==> src/rtl/pipeline_stall_ctrl.sv <==
// rtl/pipeline_stall_ctrl.sv - PC/pipeline-register sequencing for load-use, MUL occupancy and BEQ/J flushes
module pipeline_stall_ctrl #(
    parameter int MUL_CYCLES = 4,
    parameter int CNT_W      = 16
) (
    input  logic             clk_i,
    input  logic             rst_n_i,
    input  logic [4:0]       id_rs_i,
    input  logic [4:0]       id_rt_i,
    input  logic             id_uses_rt_i,
    input  logic             id_branch_taken_i,
    input  logic             id_jump_i,
    input  logic             ex_mem_read_i,
    input  logic [4:0]       ex_rt_i,
    input  logic             ex_is_mul_i,
    output logic             pc_we_o,
    output logic             ifid_we_o,
    output logic             ifid_flush_o,
    output logic             idex_we_o,
    output logic             idex_bubble_o,
    output logic             exmem_bubble_o,
    output logic             mul_busy_o,
    output logic             mul_done_o,
    output logic [CNT_W-1:0] stall_cnt_o
);

    typedef enum logic {
        RUN      = 1'b0,
        MUL_HOLD = 1'b1
    } state_t;

    state_t     state;
    logic [3:0] mul_cnt;
    logic       mul_hold;
    logic       load_use;
    logic       flush;

    always_comb begin
        mul_hold = ((state == RUN) && ex_is_mul_i) ||
                   ((state == MUL_HOLD) && (mul_cnt != 4'd0));
        // Load-use is only checked in RUN; a MUL hold already freezes ID.
        load_use = (state == RUN) && !mul_hold && ex_mem_read_i && (ex_rt_i != 5'd0) &&
                   ((ex_rt_i == id_rs_i) || (id_uses_rt_i && (ex_rt_i == id_rt_i)));
        flush    = !mul_hold && !load_use && (id_branch_taken_i || id_jump_i);

        pc_we_o        = !(mul_hold || load_use);
        ifid_we_o      = !(mul_hold || load_use);
        idex_we_o      = !mul_hold;
        idex_bubble_o  = load_use;
        exmem_bubble_o = mul_hold;
        ifid_flush_o   = flush;
        mul_busy_o     = (state == MUL_HOLD);
        mul_done_o     = (state == MUL_HOLD) && (mul_cnt == 4'd0);
    end

    always_ff @(posedge clk_i or negedge rst_n_i) begin
        if (!rst_n_i) begin
            state       <= RUN;
            mul_cnt     <= 4'd0;
            stall_cnt_o <= '0;
        end else begin
            case (state)
                RUN: begin
                    if (ex_is_mul_i) begin
                        state   <= MUL_HOLD;
                        mul_cnt <= 4'(MUL_CYCLES - 2);
                    end
                end
                MUL_HOLD: begin
                    if (mul_cnt == 4'd0) begin
                        state <= RUN;
                    end else begin
                        mul_cnt <= mul_cnt - 4'd1;
                    end
                end
                default: begin
                    state   <= RUN;
                    mul_cnt <= 4'd0;
                end
            endcase
            if (!pc_we_o && (stall_cnt_o != {CNT_W{1'b1}})) begin
                stall_cnt_o <= stall_cnt_o + 1'b1;
            end
        end
    end

endmodule

==> config.mk <==
export PLATFORM = sky130hd
export DESIGN_NAME = pipeline_stall_ctrl
export DESIGN_NICKNAME = d
export VERILOG_FILES = /design/src/rtl/pipeline_stall_ctrl.sv
export SDC_FILE = /design/constraint.sdc
export NUM_CORES = 1
export LEC_CHECK = 0
export ABC_AREA = 1
export BUFFER_PORTS_ARGS = -buffer_cell sky130_fd_sc_hd__buf_2
export CORE_ASPECT_RATIO = 1.75
export CORE_MARGIN = 1
export CORE_UTILIZATION = 55
export CTS_CLUSTER_DIAMETER = 60
export DETAILED_ROUTE_END_ITERATION = 6
export PLACE_DENSITY_LB_ADDON = 0.15
export SLEW_MARGIN = 20
export SYNTH_ARGS = -nofsm -noshare
export SYNTH_HDL_FRONTEND = slang
export SYNTH_SLANG_ARGS = --single-unit
==> constraint.sdc <==
create_clock -name clk_i -period 2.95 [get_ports clk_i]
set_input_delay 0.59 -clock clk_i [delete_from_list [all_inputs] [get_ports clk_i]]
set_output_delay 0.59 -clock clk_i [all_outputs]
set_load 0.01 [all_outputs]
==> run_results.csv, run 1 <==
group,metric,value,unit
outcome,status,"finished, final reports clean",
synthesis,ys_seq_elements,21,
routing,highest_layer,"met4",
grt,antenna_found_initial,0,
clocking,cts_root_buffer,"clkbuf_8",
synthesis,synth_warnings,0,
sta,fmax,0.444,GHz
grt,grt_pass1_wl,5220,um
clocking,cts_buffer_depth,2,
routing,antenna_left,0,
placed_design,place_inst,291,
power,p_int,668,uW
synthesis,synth_edf_count,0,
routing,wirelength,3050,um
die,pin_count,46,
synthesis,synth_compound_area_frac,0.0191,
grt,track_usage,0.217,
sta,whs,0.273,ns
cells_and_area,final_cells,295,
die,dieArea,2960,um2
sta,layout_setup_ws,0.697,ns
synthesis,synth_xor_area_frac,0.0523,
die,core,2550,um2
clocking,cts_max_level,1,
synthesis,syn_area,1510,um2
cells_and_area,drive_gt1_frac,0.227,
sta,setup_tns,0,ns
worst_setup_path,r2r_start,"mul_cnt[0]$_DFFE_PN0P_",
synthesis,avgSynthCellArea,6.73,um2
job,cap_violations,0,
synthesis,synth.area.mux_share,0,
sta,maxSlewHeadroom,0.585,
synthesis,synth_cell_types,26,
clocking,cts_tree,"done",
synthesis,yosys.area_share.simple,0.439,
placed_design,dp_hpwl,2350,um
placed_design,placed_cell_area,1720,um2
power,power_frac_clock,0.162,
worst_setup_path,critPathSlowestCell,"dfrtp_1",
sta,tightestPinTransition,0.615,ns
synthesis,synth_cells,224,
hold_path,hold_class,"input port to asynchronous set/reset pin",
cells_and_area,layout.nets,294,
power,seq_power_share,0.361,
grt,grt_max_degree,23,
clocking,post_cts_buffers,0,
clocking,cts_sinks,21,
die,start_util,0.590,
worst_setup_path,path_max_fanout,5,
worst_setup_path,worst_setup_path_start_kind,"flip-flop",
synthesis,yosysSeqAreaShare,0.349,
routing,vias,1453,
routing,wl_met3,123,um
worst_setup_path,slowest_delay,0.37,ns
placed_design,place_ws,0.903,ns
die,die_x,41.6,um
routing,met1_length,1210,um
clocking,cts-resized-gates,0,
power,total_power,1.18,mW
cells_and_area,multi_input_area,793,um2
synthesis,synth_top_family_by_area,"simple AND/OR/NAND/NOR gates",
die,dieHeight,71.2,um
power,power.leakage,1.06,nW
routing,drc_errors,0,
worst_setup_path,cp.arrival,1.66,ns
sta,skew,0.00154,ns
placed_design,place_congestion,0.794,
cells_and_area,fillerInstances,238,
clocking,worstSkewPairLatency,0.26,ns
sta,rsz0062_at_grt,"false",
clocking,ctsHoldBuffers,0,
power,switching_power,513,uW
synthesis,synth_nets,248,
sta,fin_crit_sh,0.764,
synthesis,yosys.area_share.adder,0.0166,
grt,grt_pass1_vias,1321,
sta,period_minus_slack,2.25,ns
worst_setup_path,critical_path.cell_chain,"inv_1 > ha_1 > nand3_1 > nand2_1 > inv_2 > nor2_4 > nand2_2 > nor2_1 > buf_2",
routing,initialDrtViolationCount,48,
worst_setup_path,crit_start,"mul_cnt[0]$_DFFE_PN0P_",
power,vdd_drop_max,0.541,mV
routing,dr.pass1.iters,4,
die,fp-row-count,24,
routing,wl_per_cell,10.3,um
routing,viasPerCell,4.93,
worst_setup_path,cp-end-kind,"output pin",
clocking,clk_pin_slew,0.08,ns
synthesis,async_flop_share,1.00,
cells_and_area,diodes,0,
worst_setup_path,required,2.36,ns
power,p_comb_frac,0.478,
cells_and_area,area_growth,17.4,%
sta,hold_viol_final,0,
power,power_density,668,nW/um2
routing,route.met2.wl,1680,um
placed_design,portBuffers,45,
power,p_sw_frac,0.434,
clocking,cts_buffers,3,
synthesis,synthFlopType,"dfrtp_1",
cells_and_area,seq_area,526,um2
sta,final-max-slew-violation-count,0,
cells_and_area,finalInstanceArea,1770,um2
sta,finalSetupViolCount,0,
grt,grt_overflow,0,
worst_setup_path,crit_type,"flip-flop to output pin",
cells_and_area,final_util,0.693,
path summary, 6_finish.rpt:
path | end | slack, ns | cells after the start
max in group asynchronous | stall_cnt_o[10]$_DFFE_PN0P_ | 2.36 | 1
hold reg to reg | stall_cnt_o[15]$_DFFE_PN0P_ | 0.51 | 2
hold / removal | stall_cnt_o[14]$_DFFE_PN0P_ | 0.27 | 1
setup reg to reg | stall_cnt_o[6]$_DFFE_PN0P_ | 1.20 | 11
setup / recovery | ifid_flush_o | 0.70 | 9
min in group clk_i | stall_cnt_o[15]$_DFFE_PN0P_ | 0.51 | 2
flip-flops by register name, indices dropped and copies added, names as in the netlist:
signal       count
mul_cnt          4
stall_cnt_o     16
mul_busy_o       1
critical path: cells and delay by family (launching register included):
| kind | cells | cell delay, ns |
|---|---|---|
| adder cells (fa/ha/maj) | 1 | 0.22 |
| buffers and inverters | 3 | 0.32 |
| AND/OR/NAND/NOR | 5 | 0.50 |
| flip-flops | 1 | 0.37 |
logic make-up after synthesis:
group | Yosys count
adders and majority gates | 2
and+or+nand+nor | 146
DFF | 21
AOI/OAI and AO/OA | 5
xor gates and xnor gates | 9
buffers and inverters | 41
layer usage:
metal / global-route usage / vias to the layer above
li1: - / 774
met4: 0.0609 / 0
met5: 0 / -
met2: 0.406 / 34
met1: 0.248 / 640
met3: 0.0327 / 5
cells in the mapped netlist, types with 2 or more instances:
cell     instances  share of area
buf_4            2          0.010
buf_6            2          0.015
dfrtp_1         21           0.35
ha_1             2          0.017
inv_1           35          0.087
nand2_1         81           0.20
nand2_2          3          0.012
nand3_1         23          0.076
nand4_1          3          0.012
nor2_1          22          0.055
nor2_2           2         0.0083
nor2_4           2          0.015
nor3_1           4          0.013
nor3b_1          2          0.010
o21ai_0          2         0.0066
xnor2_1          3          0.017
xor2_1           6          0.035
cell usage in the layout, fill, tap and decap left out:
| cell type | synthesis | layout |
|---|---|---|
| nor3_4 | 1 | 1 |
| nand4_1 | 3 | 3 |
| xor2_1 | 6 | 6 |
| dfrtp_1 | 21 | 21 |
| clkbuf_8 | 0 | 3 |
| nor3_1 | 4 | 4 |
| ha_1 | 2 | 2 |
| buf_2 | 0 | 45 |
| nand2_2 | 3 | 3 |
| xnor2_1 | 3 | 3 |
| nor2_2 | 2 | 2 |
| inv_2 | 1 | 1 |
| nor3b_1 | 2 | 2 |
| a31oi_1 | 1 | 1 |
| clkinvlp_4 | 0 | 1 |
| nand2_1 | 81 | 81 |
| buf_4 | 2 | 1 |
| a22oi_1 | 1 | 1 |
| inv_1 | 35 | 35 |
| nand3_1 | 23 | 23 |
| nand3_4 | 1 | 1 |
| nand2_4 | 1 | 1 |
| a21oi_1 | 1 | 1 |
| o21ai_0 | 2 | 2 |
| nor2_4 | 2 | 2 |
| nor2_1 | 22 | 22 |
| nor4_1 | 1 | 1 |
cell type report:
cell class,instances,share of cell area
Sequential cell,21,0.297
Multi-Input combinational cell,162,0.449
Timing Repair Buffer,46,0.132
Inverter,36,0.0764
Clock inverter,1,0.00425
Clock buffer,3,0.0234
Tap cell,26,0.0184
power groups by stage:
stage / clock network, mW / registers (mW) / logic [mW]
final: 0.191 / 0.426 / 0.564
after global routing: 0.210 / 0.435 / 0.639
after CTS: 0.196 / 0.425 / 0.571
after detailed placement: 0 / 0.432 / 0.569
after global placement: 0 / 0.428 / 0.560
after floorplan: 0 / 0.441 / 0.423
No activity file was read; power rests on OpenSTA's default activity.
==> inputs of run 2 (changes only) <==
- CORE_UTILIZATION: 55 -> 51
- clock period: 2.95 -> 2.37 ns (I/O delays scaled with it)
==> run_results.csv, run 2 (synthesis gave the netlist of run 1 again) <==
group,metric,value,unit
placed_design,place_congestion,0.874,
clocking,cts_sinks,21,
power,p_int,832,uW
die,dieHeight,73.9,um
grt,grt_pass1_vias,1363,
clocking,worstSkewPairLatency,0.26,ns
cells_and_area,fillerInstances,265,
clocking,cts_max_level,1,
die,core,2750,um2
die,die_x,43.1,um
cells_and_area,final_util,0.642,
grt,grt_max_degree,23,
routing,wl_per_cell,10.8,um
worst_setup_path,cp-end-kind,"output pin",
clocking,cts_buffers,3,
power,p_comb_frac,0.480,
grt,grt_overflow,0,
placed_design,place_inst,292,
die,dieArea,3180,um2
worst_setup_path,crit_type,"flip-flop to output pin",
worst_setup_path,reg2regPathDepth,10,
power,switching_power,644,uW
cells_and_area,final_cells,296,
grt,met3_usage,0.0270,
power,power.leakage,1.06,nW
worst_setup_path,path_max_fanout,5,
outcome,status,"finished, final reports clean",
routing,wirelength,3180,um
worst_setup_path,crit_start,"mul_cnt[0]$_DFFE_PN0P_",
clocking,cts_buffer_depth,2,
sta,setup_tns,0,ns
die,fp-row-count,25,
power,seq_power_share,0.361,
routing,drc_errors,0,
cells_and_area,layout.nets,294,
worst_setup_path,cp-endpoint,"ifid_flush_o",
hold_path,hold_class,"input port to asynchronous set/reset pin",
placed_design,dp_hpwl,2420,um
routing,initialDrtViolationCount,35,
cells_and_area,diodes,0,
clocking,cts_tree,"done",
sta,skew,0.00501,ns
worst_setup_path,r2r_slack,0.67,ns
power,vdd_drop_max,0.427,mV
sta,final-max-slew-violation-count,0,
cells_and_area,final_cell_mix,"nand2_1 (81), buf_2 (45), inv_1 (35), nand3_1 (23), nor2_1 (22)",
power,power_frac_clock,0.159,
grt,top_usage_layer,"met2",
sta,tightestPinTransition,0.562,ns
worst_setup_path,worst_setup_path_start_kind,"flip-flop",
cells_and_area,largest_reg_flops,16,
die,pin_count,46,
grt,antenna_found_initial,0,
cells_and_area,final_common_cell,"nand2_1",
sta,rsz0062_at_grt,"false",
clocking,post_cts_buffers,0,
power,power_density,835,nW/um2
worst_setup_path,r2r_start,"stall_cnt_o[0]$_DFFE_PN0P_",
grt,grt_pass1_wl,5380,um
worst_setup_path,cp.arrival,1.60,ns
sta,hold_viol_final,0,
routing,vias,1496,
sta,period_minus_slack,2.08,ns
job,cap_violations,0,
clocking,ctsHoldBuffers,0,
grt,use_met1,0.244,
worst_setup_path,crit-reg2reg-capture,"stall_cnt_o[11]$_DFFE_PN0P_",
cells_and_area,top_register,"stall_cnt_o",
routing,viasPerCell,5.05,
sta,fmax,0.482,GHz
clocking,clk_pin_slew,0.08,ns
placed_design,portBuffers,45,
sta,finalSetupViolCount,0,
sta,maxSlewHeadroom,0.621,
clocking,cts_root_buffer,"clkbuf_8",
grt,use_met2,0.386,
die,start_util,0.547,
clocking,cts-resized-gates,0,
worst_setup_path,required,1.90,ns
sta,fin_crit_sh,0.876,
cells_and_area,drive_gt1_frac,0.227,
routing,dr.pass1.iters,4,
power,p_sw_frac,0.437,
routing,antenna_left,0,
grt,track_usage,0.215,
cells_and_area,area_growth,17.3,%
run 2: changes by cell type in the layout (fill, tap and decap cells not counted), sizes merged:
cell	previous run	this run
clkinv	0	1
clkinvlp	1	0
run 2: power groups by stage:
stage | Sequential, mW | Clock, mW | Combinational (mW)
final | 0.533 | 0.235 | 0.709
after global placement | 0.538 | 0 | 0.702
after floorplan | 0.549 | 0 | 0.527
after detailed placement | 0.540 | 0 | 0.717
after global routing | 0.547 | 0.253 | 0.797
after CTS | 0.534 | 0.241 | 0.719
run 2: through the flow:
step / hold WS, ns / power [mW] / area (um2) / setup slack (ns)
floorplan: 0.178 / 1.08 / 1510 / 0.393
global placement: 0.458 / 1.24 / 1720 / 0.551
detailed placement: 0.460 / 1.26 / 1720 / 0.512
CTS: 0.174 / 1.49 / 1770 / 0.278
global route: 0.191 / 1.60 / 1770 / 0.115
finish: 0.160 / 1.48 / 1770 / 0.294
run 2: routing by layer:
layer,share of wire,up-vias,routed length (um)
met2,0.53,38,1700
met4,0.018,0,56
li1,-,773,-
met1,0.41,679,1300
met5,0,-,0
met3,0.043,6,137
run 2: final cells by class:
class | instances | area (um2) | area share
inverter | 36 | 135 | 0.0765
timing repair buffer | 46 | 233 | 0.132
multi-input combinational | 162 | 793 | 0.449
clock inverter | 1 | 5.00 | 0.00283
clock buffer | 3 | 41.3 | 0.0234
sequential | 21 | 526 | 0.297
tap | 27 | 33.8 | 0.0191
run 2: worst max-delay path: stages (launching register included):
cell,delay [ns]
dfrtp_1,0.36
inv_1,0.11
ha_1,0.20
nand3_1,0.10
nand2_1,0.10
inv_2,0.06
nor2_4,0.11
nand2_2,0.08
nor2_1,0.08
buf_2,0.13
run 2: worst min path at each step:
stage	to	slack, ns	startpoint	cells after the start
2_1_floorplan	mul_busy_o$_DFF_PN0_	0.18	rst_n_i	0
3_3_place_gp	stall_cnt_o[15]$_DFFE_PN0P_	0.46	rst_n_i	1
3_5_place_dp	stall_cnt_o[15]$_DFFE_PN0P_	0.46	rst_n_i	1
4_1_cts	stall_cnt_o[15]$_DFFE_PN0P_	0.17	rst_n_i	1
5_1_grt	stall_cnt_o[15]$_DFFE_PN0P_	0.19	rst_n_i	1
6_report	stall_cnt_o[14]$_DFFE_PN0P_	0.16	rst_n_i	1
==> inputs of run 3 (changes only) <==
- BUFFER_PORTS_ARGS: -buffer_cell sky130_fd_sc_hd__buf_2 -> -buffer_cell sky130_fd_sc_hd__clkbuf_2
- PLACE_DENSITY: unset -> 0.79
- PLACE_DENSITY_LB_ADDON: 0.15 -> unset
==> run_results.csv, run 3 (synthesis gave the netlist of run 1 again) <==
group,metric,value,unit
cells_and_area,drive_gt1_frac,0.227,
placed_design,place_congestion,0.803,
clocking,ctsHoldBuffers,0,
cells_and_area,final_common_cell,"nand2_1",
power,p_int,829,uW
sta,fin_crit_sh,0.905,
cells_and_area,area_growth,17.3,%
cells_and_area,largest_reg_flops,16,
cells_and_area,layout.nets,294,
routing,vias,1455,
worst_setup_path,cp.arrival,1.67,ns
sta,finalSetupViolCount,0,
job,cap_violations,0,
clocking,worstSkewPairLatency,0.27,ns
sta,fmax,0.466,GHz
power,total_power,1.47,mW
grt,grt_max_degree,23,
power,power_frac_clock,0.164,
clocking,cts_buffer_depth,2,
die,core,2750,um2
placed_design,placed_cell_area,1720,um2
routing,dr.pass1.iters,4,
power,seq_power_share,0.362,
clocking,cts_max_level,1,
worst_setup_path,reg2regPathDepth,11,
cells_and_area,final_util,0.642,
sta,whs,0.176,ns
sta,tightestPinTransition,0.599,ns
sta,rsz0062_at_grt,"false",
sta,setup_tns,0,ns
clocking,cts_buffers,3,
worst_setup_path,worst_setup_path_start_kind,"flip-flop",
power,power_density,830,nW/um2
die,fp-row-count,25,
die,dieHeight,73.9,um
power,switching_power,638,uW
clocking,post_cts_buffers,0,
outcome,status,"finished, final reports clean",
power,vdd_drop_max,0.459,mV
placed_design,dp_hpwl,2560,um
clocking,cts_tree,"done",
placed_design,place_inst,292,
grt,track_usage,0.219,
placed_design,portBuffers,45,
routing,drc_errors,0,
worst_setup_path,crit_type,"flip-flop to output pin",
grt,grt_pass1_vias,1355,
power,power.leakage,1.06,nW
grt,antenna_found_initial,0,
grt,grt_overflow,0,
cells_and_area,finalInstanceArea,1770,um2
sta,maxSlewHeadroom,0.596,
sta,period_minus_slack,2.14,ns
sta,hold_viol_final,0,
worst_setup_path,required,1.90,ns
worst_setup_path,cp-end-kind,"output pin",
die,die_x,43.1,um
cells_and_area,top_register,"stall_cnt_o",
die,pin_count,46,
cells_and_area,final_cell_mix,"nand2_1 (81), clkbuf_2 (45), inv_1 (35), nand3_1 (23), nor2_1 (22)",
routing,wl_per_cell,10.9,um
cells_and_area,diodes,0,
sta,skew,0.00584,ns
routing,wirelength,3230,um
clocking,cts_sinks,21,
worst_setup_path,path_max_fanout,5,
die,dieArea,3180,um2
sta,layout_setup_ws,0.225,ns
routing,antenna_left,0,
routing,viasPerCell,4.92,
placed_design,place_ws,0.482,ns
clocking,cts_root_buffer,"clkbuf_8",
die,start_util,0.547,
clocking,clk_pin_slew,0.08,ns
cells_and_area,final_cells,296,
routing,initialDrtViolationCount,28,
power,p_sw_frac,0.435,
clocking,cts-resized-gates,0,
power,p_comb_frac,0.475,
grt,grt_pass1_wl,5360,um
sta,final-max-slew-violation-count,0,
hold_path,hold_class,"input port to asynchronous set/reset pin",
[run 3: cell count changes in the layout (fill, tap and decap cells not counted)]
cell / delta
buf_2: -45
clkbuf_2: +45
[run 3: final cells by class]
| class | count | area [um2] |
|---|---|---|
| fillers | 264 | 986 |
| multi-input cells | 162 | 793 |
| flip-flops and latches | 21 | 526 |
| repair buffers | 46 | 233 |
| inverters | 36 | 135 |
| clock buffers | 3 | 41.3 |
| well taps | 27 | 33.8 |
| clock inverters | 1 | 5.00 |
[run 3: metal layers]
metal	wire, um	track usage	vias to the layer above
li1	-	-	776
met1	1240	0.215	636
met2	1780	0.430	39
met4	66	0.104	0
met5	0	0	-
met3	140	0.0270	4
[run 3: worst paths after layout]
kind	endpoint	slack (ns)	start
max in group asynchronous	stall_cnt_o[7]$_DFFE_PN0P_	1.84	rst_n_i
hold / removal	stall_cnt_o[10]$_DFFE_PN0P_	0.18	rst_n_i
hold reg to reg	stall_cnt_o[15]$_DFFE_PN0P_	0.50	stall_cnt_o[15]$_DFFE_PN0P_
setup reg to reg	stall_cnt_o[5]$_DFFE_PN0P_	0.64	mul_cnt[0]$_DFFE_PN0P_
min in group clk_i	stall_cnt_o[15]$_DFFE_PN0P_	0.50	stall_cnt_o[15]$_DFFE_PN0P_
setup / recovery	ifid_flush_o	0.23	mul_cnt[0]$_DFFE_PN0P_
[run 3: worst max-delay path, stage by stage (launching register included)]
cell and delay (ns):
dfrtp_1 0.36, inv_1 0.12, ha_1 0.21, nand3_1 0.10
nand2_1 0.10, inv_2 0.06, nor2_4 0.13, nand2_2 0.09
nor2_1 0.09, clkbuf_2 0.13
[run 3: power by group through the flow]
stage | Sequential, mW | Clock [mW] | Combinational [mW]
after global placement | 0.536 | 0 | 0.694
after global routing | 0.546 | 0.254 | 0.790
final | 0.530 | 0.240 | 0.696
after floorplan | 0.549 | 0 | 0.527
after detailed placement | 0.536 | 0 | 0.707
after CTS | 0.530 | 0.244 | 0.708
